## src/rtl/conf_bus_arb.sv

```systemverilog
// rtl/conf_bus_arb.sv - two-requester sequencer/arbiter for the 16-bit configuration bus
//
// Ports:
//   clk, reset_n                 clock, asynchronous active-low reset
//   r0_* / r1_*                  requester 0 (register window) / requester 1 (init sequencer):
//                                req/write/addr/wdata in; ack/err/rdata out
//   conf_addr, conf_wdata        registered configuration bus address and write data
//   conf_write                   write strobe, high only in the ACCESS cycle of a matched write
//   conf_match, conf_rdata       OR of source match lines, muxed source read data
//   busy                         high whenever an access is in progress

module conf_bus_arb #(
    parameter int unsigned SETTLE     = 2,
    parameter bit          PRIO_FIXED = 1'b0
) (
    input  logic        clk,
    input  logic        reset_n,

    input  logic        r0_req,
    input  logic        r0_write,
    input  logic [15:0] r0_addr,
    input  logic [15:0] r0_wdata,
    output logic        r0_ack,
    output logic        r0_err,
    output logic [15:0] r0_rdata,

    input  logic        r1_req,
    input  logic        r1_write,
    input  logic [15:0] r1_addr,
    input  logic [15:0] r1_wdata,
    output logic        r1_ack,
    output logic        r1_err,
    output logic [15:0] r1_rdata,

    output logic [15:0] conf_addr,
    output logic [15:0] conf_wdata,
    output logic        conf_write,
    input  logic        conf_match,
    input  logic [15:0] conf_rdata,

    output logic        busy
);

    typedef enum logic [1:0] {
        ST_IDLE   = 2'd0,
        ST_SETTLE = 2'd1,
        ST_ACCESS = 2'd2,
        ST_DONE   = 2'd3
    } state_t;

    // The counter runs SETTLE-1 down to 0, giving exactly SETTLE cycles in ST_SETTLE.
    localparam logic [3:0] CNT_INIT = 4'(SETTLE - 1);

    state_t      state_q, state_d;
    logic [3:0]  cnt_q, cnt_d;
    logic        grant_q, grant_d;
    logic        last_grant_q, last_grant_d;
    logic        cur_write_q, cur_write_d;
    logic        err_q, err_d;
    logic [15:0] conf_addr_q, conf_addr_d;
    logic [15:0] conf_wdata_q, conf_wdata_d;
    logic [15:0] r0_rdata_q, r0_rdata_d;
    logic [15:0] r1_rdata_q, r1_rdata_d;
    logic        pick;
    logic [15:0] access_rdata;

    always_ff @(posedge clk or negedge reset_n) begin
        if (!reset_n) begin
            state_q      <= ST_IDLE;
            cnt_q        <= 4'd0;
            grant_q      <= 1'b0;
            last_grant_q <= 1'b1;  // requester 0 wins the first tie
            cur_write_q  <= 1'b0;
            err_q        <= 1'b0;
            conf_addr_q  <= 16'h0000;
            conf_wdata_q <= 16'h0000;
            r0_rdata_q   <= 16'h0000;
            r1_rdata_q   <= 16'h0000;
        end else begin
            state_q      <= state_d;
            cnt_q        <= cnt_d;
            grant_q      <= grant_d;
            last_grant_q <= last_grant_d;
            cur_write_q  <= cur_write_d;
            err_q        <= err_d;
            conf_addr_q  <= conf_addr_d;
            conf_wdata_q <= conf_wdata_d;
            r0_rdata_q   <= r0_rdata_d;
            r1_rdata_q   <= r1_rdata_d;
        end
    end

    always_comb begin
        state_d      = state_q;
        cnt_d        = cnt_q;
        grant_d      = grant_q;
        last_grant_d = last_grant_q;
        cur_write_d  = cur_write_q;
        err_d        = err_q;
        conf_addr_d  = conf_addr_q;
        conf_wdata_d = conf_wdata_q;
        r0_rdata_d   = r0_rdata_q;
        r1_rdata_d   = r1_rdata_q;
        pick         = 1'b0;
        // An unmatched read returns zero rather than whatever the mux happens to drive.
        access_rdata = conf_match ? conf_rdata : 16'h0000;

        case (state_q)
            ST_IDLE: begin
                if (r0_req || r1_req) begin
                    if (r0_req && r1_req) begin
                        pick = PRIO_FIXED ? 1'b0 : ~last_grant_q;
                    end else begin
                        pick = r1_req;
                    end
                    grant_d      = pick;
                    last_grant_d = pick;
                    conf_addr_d  = pick ? r1_addr  : r0_addr;
                    conf_wdata_d = pick ? r1_wdata : r0_wdata;
                    cur_write_d  = pick ? r1_write : r0_write;
                    cnt_d        = CNT_INIT;
                    state_d      = ST_SETTLE;
                end
            end
            ST_SETTLE: begin
                if (cnt_q == 4'd0) begin
                    state_d = ST_ACCESS;
                end else begin
                    cnt_d = cnt_q - 4'd1;
                end
            end
            ST_ACCESS: begin
                err_d = ~conf_match;
                if (!cur_write_q) begin
                    if (grant_q) begin
                        r1_rdata_d = access_rdata;
                    end else begin
                        r0_rdata_d = access_rdata;
                    end
                end
                state_d = ST_DONE;
            end
            ST_DONE: begin
                state_d = ST_IDLE;
            end
            default: begin
                state_d = ST_IDLE;
            end
        endcase
    end

    // Outputs decode straight from state so an asynchronous reset clears them at once.
    assign conf_write = (state_q == ST_ACCESS) && cur_write_q && conf_match;
    assign r0_ack     = (state_q == ST_DONE) && !grant_q;
    assign r1_ack     = (state_q == ST_DONE) &&  grant_q;
    assign r0_err     = r0_ack && err_q;
    assign r1_err     = r1_ack && err_q;
    assign r0_rdata   = r0_rdata_q;
    assign r1_rdata   = r1_rdata_q;
    assign conf_addr  = conf_addr_q;
    assign conf_wdata = conf_wdata_q;
    assign busy       = (state_q != ST_IDLE);

endmodule
```

## config.mk

```make
export PLATFORM = sky130hd
export DESIGN_NAME = conf_bus_arb
export DESIGN_NICKNAME = d
export VERILOG_FILES = /design/src/rtl/conf_bus_arb.sv
export SDC_FILE = /design/constraint.sdc
export NUM_CORES = 1
export LEC_CHECK = 0
export ABC_AREA = 1
export CORE_AREA = 2 2 92 94
export CTS_BUF_LIST = sky130_fd_sc_hd__clkbuf_2 sky130_fd_sc_hd__clkbuf_4 sky130_fd_sc_hd__clkbuf_8
export DETAILED_ROUTE_END_ITERATION = 8
export DIE_AREA = 0 0 94 96
export PLACE_DENSITY = 0.82
export RECOVER_POWER = 50
export REMOVE_ABC_BUFFERS = 1
export SYNTH_ARGS = -nofsm -noshare
export SYNTH_HDL_FRONTEND = slang
export SYNTH_SLANG_ARGS = --single-unit
```

## constraint.sdc

```tcl
create_clock -name clk -period 1.95 [get_ports clk]
set_clock_uncertainty 0.05 [all_clocks]
set_input_delay 0.4875 -clock clk [delete_from_list [all_inputs] [get_ports clk]]
set_output_delay 0.4875 -clock clk [all_outputs]
set_load 0.005 [all_outputs]
```

After elaboration in Yosys (flattened, before gate mapping)
Cells that the tools add are included.

$add $sub $neg: 1. Equal/unequal tests: 6. Mux-type cells: 13. Bitwise logic cells: 4. Reduce and logical (&&, ||, !) cells: 18.

Operators with widths (number): $mux W16 (3); $reduce_and A3 Y1 (3); $mux W4 (2); $pmux W2 S4 (1); $pmux W4 S2 (1); $logic_and A1 B1 Y1 (7); $ne A2 B2 Y1 const B (3); $eq A2 B2 Y1 const B (2); $logic_not A4 Y1 (1); $mux W1 (4); $mux W2 (2); $not A1 Y1 (4); $reduce_and A2 Y1 (2); $reduce_bool A2 Y1 (2); $sub A4 B1 Y4 const B (1); $eq A2 B1 Y1 const B (1); $logic_not A2 Y1 (1); $logic_not A1 Y1 (1); $logic_or A1 B1 Y1 (1).

Register bits: 74. Output and inout port bits: 70. Logic and storage cells: 52.

Depth between registers and ports, before layout
Depth in word-level cells: 5. Depth in mapped cells: 8. Gate-level depth less buffers: 7.

Least setup slack after synthesis
No wires, ideal clock.

Kind: input to output. Start: input conf_match. End: output conf_write. Arrival: 1.085 ns. Required time: 1.412 ns. Setup slack: 0.327 ns. Stages: 4. Path buffers: 2. Cells stage by stage: clkbuf_1 -> buf_2 -> nand2_1 -> nor2_1.

Longest elaborated chain between the ends: 1.

RTL lines: from (decl) (RTL line 38) `input logic conf_match,`; $logic_and A1 B1 Y1 (RTL line 153) `assign conf_write = (state_q == ST_ACCESS) && cur_write_q && conf_match;`; to (decl) (RTL line 37) `output logic conf_write,`.

Every way passes these cells.

Worst setup path in the final report
Start: register state_q[1]. End: output conf_write.

Longest elaborated chain between the ends: 3.

RTL lines: from (decl) (RTL line 54) `state_t state_q, state_d;`; from (signal assigned) (RTL line 80) `state_q <= state_d;`; $eq A2 B2 Y1 (RTL line 153); $logic_and A1 B1 Y1 (2 in series) (RTL line 153).

Every way passes these cells.

==> impl_metrics.env <==
export IMPL_outcome="finished clean"
export IMPL_path_clk_slew_ns=0.08
export IMPL_vias=3279
export IMPL_hold_viol=0
export IMPL_worst_pin_slew_ns=0.942
export IMPL_rr_worst_depth=8
export IMPL_fill_cells=655
export IMPL_drt_iter0_drc=113
export IMPL_synth_common_cells="nand2_1 (139), dfrtp_1 (73), nand3_1 (38)"
export IMPL_instances_no_fill=673
export IMPL_p_sw_w=0.00255
export IMPL_multi_input_area_mm2=0.00135
export IMPL_cap_violations=0
export IMPL_worst_endpoint_arrival_ns=1.39
export IMPL_htreeDepth=3
export IMPL_drv_slew=0
export IMPL_ys_seq_area_frac=0.545
export IMPL_clock_sinks=74
export IMPL_swShare=0.339
export IMPL_insertion_delay_ns=0.34
export IMPL_yosysTopAreaCell="dfrtp_1"
export IMPL_yosysUniqueCellTypes=22
export IMPL_dr_pass1_iters=4
export IMPL_cts_buffers=9
export IMPL_synth_area_per_cell_um2=8.54
export IMPL_path_class="reg -> out"
export IMPL_cp_start_kind="flip-flop"
export IMPL_antenna_cells=0
export IMPL_pwr_share_clk=0.174
export IMPL_dp_cells=654
export IMPL_drive_gt1_frac=0.0951
export IMPL_seq_area_mm2=0.00185
export IMPL_cts_hold_buf=0
export IMPL_synthFlopType="dfrtp_1"
export IMPL_synthCells=398
export IMPL_final_net_count=657
export IMPL_rr_endpoint="cnt_q[3]"
export IMPL_dieHeight_um=96
export IMPL_die_x_um=94
export IMPL_grt_usage=0.206
export IMPL_final_util=0.670
export IMPL_synth_most_common_cell="nand2_1"
export IMPL_dpl_hpwl_um=6630
export IMPL_initial_core_util=0.422
export IMPL_drt_total_wl_um=8980
export IMPL_relSlewSlack=0.372
export IMPL_combPwrFrac=0.474
export IMPL_seq_power_share=0.352
export IMPL_ir_drop_mv=0.522
export IMPL_power_internal_w=0.00499
export IMPL_max_freq_mhz=519
export IMPL_cts_max_path_buffers=2
export IMPL_endpoint_kind="output port"
export IMPL_grt_max_degree=52
export IMPL_final_setup_viol_count=0
export IMPL_r2r_slack_ns=0.21
export IMPL_ys_warn_count=0
export IMPL_post_route_period_util=0.988
export IMPL_routed_via_density=4.87
export IMPL_rsz0062_at_grt="true"
export IMPL_gp_congestion=0.744
export IMPL_r2r_start="state_q[0]"
export IMPL_fin_crit_ns=1.93
export IMPL_syn2layout_area_growth_pct=58.8
export IMPL_drt_wirelength_per_cell_um=13.3
export IMPL_gr_total_overflow=0
export IMPL_leakage_nw=2.50
export IMPL_port_buffers=156
export IMPL_grt_antenna_before_repair=0
export IMPL_core_area_mm2=0.00805
export IMPL_first_global_vias=3328
export IMPL_power_density_mw_per_mm2=1400
export IMPL_min_path_type="in -> async"
export IMPL_worstPathMaxFanout=3
export IMPL_synth_top_area_share=0.537
export IMPL_synth_area_top_cells="dfrtp_1 (54%), nand2_1 (15%), nand3_1 (5.6%), o21ai_0 (5.3%), o21a_1 (3.8%)"
export IMPL_cp_required_ns=1.41
export IMPL_die_area_mm2=0.00902
export IMPL_async_reset_ff_frac=1.00
export IMPL_clock_root_buffer="clkbuf_8"
export IMPL_ant_nets=0
export IMPL_netlist_area_mm2=0.00340
export IMPL_grt_pass1_wl_um=14600
export IMPL_io_pin_count=157
export IMPL_drc_errors=0
export IMPL_rows=33
export IMPL_synth_edff_count=0
export IMPL_synth_seq_cells=74
export IMPL_cts_tree="yes"
## final cells by class
| type | count | share of cell area |
|---|---|---|
| clock buffers | 9 | 0.0229 |
| clock inverters | 7 | 0.0185 |
| inverters | 33 | 0.0234 |
| multi-input cells | 269 | 0.251 |
| flip-flops and latches | 74 | 0.343 |
| well taps | 105 | 0.0243 |
| repair buffers | 176 | 0.317 |
## cell families (layout without fill, tap and decap cells)
group,Yosys count,in the layout,share of synthesized area
adders and majority gates,7,7,0.0258
DFF,74,74,0.545
buffers and inverters,55,225,0.0681
and+or+nand+nor,189,189,0.225
xor gates and xnor gates,1,1,0.00258
AOI/OAI and AO/OA,72,72,0.134
## sequential cells by signal (all words and copies together) (netlist names)
register	count
conf_addr	16
conf_wdata	16
r0_rdata	16
r1_rdata	16
cnt_q	4
state_q	2
cur_write_q	1
err_q	1
grant_q	1
last_grant_q	1
## critical path, stage by stage (launching register included)
cell	delay, ns
dfrtp_1	0.40
buf_6	0.13
buf_4	0.13
ha_4	0.16
nand2_4	0.08
nor2_4	0.03
buf_2	0.12
## how the worst max path moves through the flow
stage	to	slack (ns)	depth (start not counted)	from
6_report	conf_write	0.02	6	state_q[1]
5_1_grt	conf_write	-0.03	6	state_q[1]
3_3_place_gp	conf_write	-0.23	4	conf_match
4_1_cts	conf_write	0.004	6	state_q[0]
2_1_floorplan	conf_addr[0]	-0.09	7	state_q[0]
3_5_place_dp	conf_write	-0.34	4	conf_match
## stage by stage
stage | worst slack, ns | area (um^2) | TNS (ns) | total power [W] | hold slack [ns]
after global placement | -0.226 | 5150 | -0.226 | 0.00604 | 0.410
after CTS | 0.00385 | 5400 | 0 | 0.00760 | 0.0679
after global routing | -0.0344 | 5400 | -0.0344 | 0.00819 | 0.298
final | 0.0240 | 5400 | 0 | 0.00754 | 0.231
after detailed placement | -0.338 | 5150 | -0.338 | 0.00620 | 0.419
after floorplan | -0.0943 | 3290 | -1.55 | 0.00410 | 0.142
## layer usage
layer	GRT usage	share of wire	routed length [um]	vias to the layer above
met3	0.0540	0.073	652	10
met2	0.367	0.51	4590	115
li1	-	-	-	1614
met1	0.239	0.40	3630	1540
met4	0.0761	0.012	105	0
met5	0	0	0	-
## placed cells by master, fill, tap and decap left out, drive strengths merged
cell           Yosys  layout
dfrtp             73      73
nand3             38      38
clkbuf             8      14
nor2               9       9
o22ai              1       1
ha                 7       7
o211ai            16      16
dlygate4sd2        0       2
o21a              17      17
xor2               1       1
dfstp              1       1
nand2            140     140
inv               33      35
o21ai             36      36
nor3               1       1
a21oi              2       2
buf               14      20
clkinv             0       3
or2                1       1
clkdlybuf4s50      0     149
bufinv             0       2
## power groups by stage
stage          registers, W  logic (W)  clock network, W
2_1_floorplan       0.00269    0.00141                 0
3_3_place_gp        0.00265    0.00339                 0
3_5_place_dp        0.00267    0.00353                 0
4_1_cts             0.00265    0.00360           0.00135
5_1_grt             0.00275    0.00402           0.00142
6_report            0.00266    0.00357           0.00131
## repair_timing
item                                    4_1_cts  5_1_grt
resized for setup                            20        9
endpoints found under the setup margin        6        6
pin swaps                                     3        3
buffers inserted                              3        0
gates cloned                                  0        0
Note: power is estimated with default switching activity, not from simulation.
